===== src/rtl/uart_transmitter.sv =====
// UART transmit path: 11-bit frames (start, 8 data LSB-first, even parity, stop)
// paced by a 16x oversampling tick from baud_controller.
module uart_transmitter (
  input  logic       clk,
  input  logic       reset,
  input  logic [2:0] baud_select,
  input  logic       Tx_EN,
  input  logic       Tx_WR,
  input  logic [7:0] Tx_DATA,
  output logic       TxD,
  output logic       Tx_BUSY,
  output logic       Tx_DONE
);

  typedef enum logic [2:0] {StIdle, StWait, StStart, StData, StParity, StStop} state_e;

  state_e     state_q;
  logic [7:0] shift_q;
  logic       parity_q;
  logic [2:0] bit_cnt_q;
  logic [3:0] tick_cnt_q;
  logic       Tx_sample_ENABLE;
  logic       last_tick;
  logic       in_frame;

  baud_controller u_baud (
    .reset        (reset),
    .clk          (clk),
    .baud_select  (baud_select),
    .sample_enable(Tx_sample_ENABLE)
  );

  assign last_tick = Tx_sample_ENABLE && (tick_cnt_q == 4'd15);
  assign in_frame  = (state_q == StStart) || (state_q == StData) ||
                     (state_q == StParity) || (state_q == StStop);

  always_ff @(posedge clk) begin
    if (reset) begin
      state_q    <= StIdle;
      shift_q    <= 8'h00;
      parity_q   <= 1'b0;
      bit_cnt_q  <= 3'd0;
      tick_cnt_q <= 4'd0;
      TxD        <= 1'b1;
      Tx_BUSY    <= 1'b0;
      Tx_DONE    <= 1'b0;
    end else begin
      Tx_DONE <= 1'b0;
      if ((state_q != StIdle) && !Tx_EN) begin
        // Losing the enable mid-frame drops the word and returns the line to idle.
        state_q    <= StIdle;
        shift_q    <= 8'h00;
        bit_cnt_q  <= 3'd0;
        tick_cnt_q <= 4'd0;
        TxD        <= 1'b1;
        Tx_BUSY    <= 1'b0;
      end else begin
        if (in_frame && Tx_sample_ENABLE) begin
          tick_cnt_q <= tick_cnt_q + 4'd1;
        end
        unique case (state_q)
          StIdle: begin
            if (Tx_WR && Tx_EN) begin
              shift_q    <= Tx_DATA;
              parity_q   <= ^Tx_DATA;
              bit_cnt_q  <= 3'd0;
              tick_cnt_q <= 4'd0;
              Tx_BUSY    <= 1'b1;
              state_q    <= StWait;
            end
          end
          StWait: begin
            // Start bit aligns to the tick grid so every bit is exactly 16 ticks.
            if (Tx_sample_ENABLE) begin
              TxD     <= 1'b0;
              state_q <= StStart;
            end
          end
          StStart: begin
            if (last_tick) begin
              TxD     <= shift_q[0];
              state_q <= StData;
            end
          end
          StData: begin
            if (last_tick) begin
              bit_cnt_q <= bit_cnt_q + 3'd1;
              if (bit_cnt_q == 3'd7) begin
                TxD     <= parity_q;
                state_q <= StParity;
              end else begin
                shift_q <= {1'b0, shift_q[7:1]};
                TxD     <= shift_q[1];
              end
            end
          end
          StParity: begin
            if (last_tick) begin
              TxD     <= 1'b1;
              state_q <= StStop;
            end
          end
          StStop: begin
            if (last_tick) begin
              Tx_BUSY <= 1'b0;
              Tx_DONE <= 1'b1;
              state_q <= StIdle;
            end
          end
          default: begin
            TxD     <= 1'b1;
            Tx_BUSY <= 1'b0;
            state_q <= StIdle;
          end
        endcase
      end
    end
  end

endmodule

// Free-running 16x baud tick: one-cycle pulse every N clk cycles (50 MHz clock).
module baud_controller (
  input  logic       reset,
  input  logic       clk,
  input  logic [2:0] baud_select,
  output logic       sample_enable
);

  logic [13:0] divisor;
  logic [13:0] count_q;

  always_comb begin
    divisor = 14'd27;
    unique case (baud_select)
      3'b000:  divisor = 14'd10417;
      3'b001:  divisor = 14'd2604;
      3'b010:  divisor = 14'd651;
      3'b011:  divisor = 14'd326;
      3'b100:  divisor = 14'd163;
      3'b101:  divisor = 14'd81;
      3'b110:  divisor = 14'd54;
      3'b111:  divisor = 14'd27;
      default: divisor = 14'd27;
    endcase
  end

  always_ff @(posedge clk) begin
    if (reset) begin
      count_q       <= 14'd0;
      sample_enable <= 1'b0;
    end else if (count_q >= divisor - 14'd1) begin
      // >= keeps the counter bounded if the rate code drops to a shorter period.
      count_q       <= 14'd0;
      sample_enable <= 1'b1;
    end else begin
      count_q       <= count_q + 14'd1;
      sample_enable <= 1'b0;
    end
  end

endmodule


===== config.mk =====
export PLATFORM = sky130hd
export DESIGN_NAME = uart_transmitter
export DESIGN_NICKNAME = d
export VERILOG_FILES = /design/src/rtl/uart_transmitter.sv
export SDC_FILE = /design/constraint.sdc
export NUM_CORES = 1
export LEC_CHECK = 0
export ABC_AREA = 1
export CAP_MARGIN = 10
export CORE_ASPECT_RATIO = 0.7
export CORE_MARGIN = 4
export CORE_UTILIZATION = 35
export CTS_CLUSTER_SIZE = 14
export DETAILED_ROUTE_END_ITERATION = 7
export SLEW_MARGIN = 25
export SYNTH_ARGS = -nofsm -noshare
export SYNTH_HDL_FRONTEND = slang
export SYNTH_SLANG_ARGS = --single-unit

===== constraint.sdc =====
create_clock -name clk -period 2.78 [get_ports clk]
set_input_delay 0.556 -clock clk [delete_from_list [all_inputs] [get_ports clk]]
set_output_delay 0.556 -clock clk [all_outputs]
set_load 0.05 [all_outputs]

==> impl_metrics.env <==
export IMPL_rr_worst_depth=10
export IMPL_hp_class="reg -> reg"
export IMPL_syn_inst=397
export IMPL_syn_to_final_growth_pct=24.06
export IMPL_p_comb_frac=0.428
export IMPL_ys_types=31
export IMPL_grt_first_pass_wirelength_um=10350
export IMPL_finalHoldViolCount=0
export IMPL_port_buffers=17
export IMPL_synth_top_area_share=0.2750
export IMPL_dp_cells=529
export IMPL_routabilityCongestion=0.8261
export IMPL_crit_required_ns=3.01
export IMPL_die_y_um=81.40
export IMPL_p_sw_uw=745.3
export IMPL_seqPwrFrac=0.352
export IMPL_p_total_mw=1.812
export IMPL_end_kind="flip-flop"
export IMPL_routed_wl_um=6280
export IMPL_start_util=0.3648
export IMPL_outcome="complete, no violations"
export IMPL_setup_viol=0
export IMPL_die_x_um=112.9
export IMPL_period_share=0.9580
export IMPL_viasPerCell=4.581
export IMPL_fp_row_count=26
export IMPL_r2r_end="u_baud.count_q[8]$_SDFF_PP0_"
export IMPL_root_buffer="clkbuf_8"
export IMPL_hold_slack_ns=0.4663
export IMPL_worst_setup_path_type="in -> reg"
export IMPL_yosysSeqAreaShare=0.2750
export IMPL_die_area_mm2=0.009187
export IMPL_r2r_start="u_baud.count_q[11]$_SDFF_PP0_"
export IMPL_power_frac_clock=0.220
export IMPL_drt_iter0_markers=162
export IMPL_grt_pass1_vias=2208
export IMPL_setup_tns_ns=0
export IMPL_cts_tree="built"
export IMPL_clk_latency_ns=0.29
export IMPL_slew_violations=0
export IMPL_drive_above_1_share=0.1996
export IMPL_cap_violations=0
export IMPL_antenna_left=0
export IMPL_min_delay_start="bit_cnt_q[1]$_SDFFE_PP0P_"
export IMPL_num_antenna_cells=0
export IMPL_yosysTopAreaCell="dfxtp_1"
export IMPL_numCtsBuffers=5
export IMPL_groute_usage_overall=0.1408
export IMPL_routedWlPerCell_um=11.54
export IMPL_layout_setup_ws_ns=0.1169
export IMPL_core_area_mm2=0.007385
export IMPL_postLayoutCoreUtil=0.4526
export IMPL_fin_nets=485
export IMPL_p_int_mw=1.067
export IMPL_pre_cts_ws_ns=-0.6351
export IMPL_ys_top_cells_by_area="dfxtp_1 (27%), nand2_1 (15%), ha_1 (12%)"
export IMPL_powerDensity_mw_per_mm2=542.3
export IMPL_syn_area_mm2=0.002694
export IMPL_place_area_mm2=0.003114
export IMPL_worstSetupStartpoint="baud_select[0]"
export IMPL_p_sw_frac=0.4113
export IMPL_htree_levels=2
export IMPL_startpoint_type="input port"
export IMPL_avgSynthCellArea_um2=6.785
export IMPL_synth_yosys_warnings=0
export IMPL_p_leak_nw=1.561
export IMPL_clock_sinks=37
export IMPL_fmax_mhz=375.5
export IMPL_hold_buffers=0
export IMPL_dp_hpwl_um=4859
export IMPL_fillers=730
export IMPL_synth_seq_cells=37
export IMPL_clock_path_buffers=2
export IMPL_syn_nets=437
export IMPL_tightestPinTransition_ns=0.5061
export IMPL_final_cells=544
export IMPL_rrSetupSlack_ns=1.05
export IMPL_cts_clk_slew_worst_paths_ns=0.08
export IMPL_drt_pass1_iterations=4
export IMPL_grt_max_degree=14
export IMPL_vdd_drop_max_v=0.0003860
export IMPL_critPathMaxFanout=7
export IMPL_skew_ns=0.009706
export IMPL_hold_path_end="bit_cnt_q[1]$_SDFFE_PP0P_"
export IMPL_post_route_drc_count=0
export IMPL_final_area_mm2=0.003342
export IMPL_antenna_found_initial=0
export IMPL_min_period_ns=2.663
export IMPL_overflow=0
export IMPL_hold_depth=2
export IMPL_vias=2492
export IMPL_max_slew_margin=0.6615
export IMPL_top_level_ports=18
export IMPL_critPathArrivalTime_ns=2.89
flip-flops by register name (all words and copies together) (netlist names):
register / flops
state_q: 3
tick_cnt_q: 4
TxD: 1
u_baud.sample_enable: 1
parity_q: 1
u_baud.count_q: 14
bit_cnt_q: 3
Tx_BUSY: 1
shift_q: 8
Tx_DONE: 1
cell usage in the layout, fill, tap and decap left out, drive strengths merged:
cell,n
nor2,57
clkinv,2
nor3,6
clkbuf,9
inv,54
nand2,118
o21ai,15
a31oi,1
ha,25
xnor2,9
a21oi,21
dfxtp,37
buf,29
and3,1
clkdlybuf4s50,14
nand3,30
xor2,14
nand4,4
timing repair:
action / CTS / global route
pin swaps: 9 / 15
buffers inserted: 3 / 3
cloned: 1 / 0
setup endpoints to repair: 15 / 14
resized for setup: 19 / 21
synth_stat cells (all sizes together):
master    n
a21oi    21
a31oi     1
and3      1
buf       5
dfxtp    37
ha       25
inv      54
nand2   118
nand3    30
nand4     4
nor2     57
nor3      6
o21ai    15
xnor2     9
xor2     14
worst max-delay path by stage:
stage	endpoint	slack, ns
after global routing	u_baud.count_q[2]$_SDFF_PP0_	-0.08
after detailed placement	u_baud.count_q[6]$_SDFF_PP0_	-0.64
after floorplan	u_baud.count_q[13]$_SDFF_PP0_	0.08
after CTS	u_baud.count_q[2]$_SDFF_PP0_	0.1
final	u_baud.count_q[8]$_SDFF_PP0_	0.12
after global placement	u_baud.count_q[0]$_SDFF_PP0_	-0.57
layout make-up:
| type | count | area (um^2) | area share |
|---|---|---|---|
| clock buffer | 6 | 82.58 | 0.02471 |
| clock inverter | 2 | 13.76 | 0.004118 |
| inverter | 54 | 210.2 | 0.06290 |
| multi-input combinational | 301 | 1760 | 0.5268 |
| sequential | 37 | 740.7 | 0.2216 |
| tap | 98 | 122.6 | 0.03669 |
| timing repair buffer | 46 | 411.6 | 0.1232 |
power by group through the flow:
stage | combinational (mW) | clock [mW] | sequential [mW]
2_1_floorplan | 0.556 | 0 | 0.662
3_3_place_gp | 0.737 | 0 | 0.647
3_5_place_dp | 0.742 | 0 | 0.648
4_1_cts | 0.762 | 0.412 | 0.636
5_1_grt | 0.889 | 0.440 | 0.644
6_report | 0.775 | 0.399 | 0.638
logic make-up after synthesis:
group,count (synthesis),share of synthesized area
DFF,37,0.2750
xor gates and xnor gates,23,0.07478
adders and majority gates,25,0.1161
and+or+nand+nor,216,0.3590
buffers and inverters,59,0.09475
AOI/OAI and AO/OA,37,0.08036
routing by layer:
metal	part of all wire	global-route usage	vias up	routed length, um
li1	-	-	1348	-
met1	0.59	0.2274	1114	3690
met2	0.37	0.1814	26	2352
met3	0.029	0.02829	4	185
met4	0.0084	0.03601	0	53
met5	0	0	-	0
critical path, stage by stage:
cell and delay [ns]:
buf_6 0.11, inv_4 0.06, ha_1 0.15, nor2_1 0.05, nor2_2 0.12, ha_2 0.21
inv_2 0.06, nor3_4 0.24, nand2_1 0.09, ha_1 0.27, nand2_1 0.10, nor2_2 0.05
nand2_1 0.05, nand2_1 0.04, nor2_1 0.14, nand4_1 0.17, buf_4 0.19, clkbuf_16 0.15
nor2_1 0.08
No activity file was read; power rests on OpenSTA's default activity.
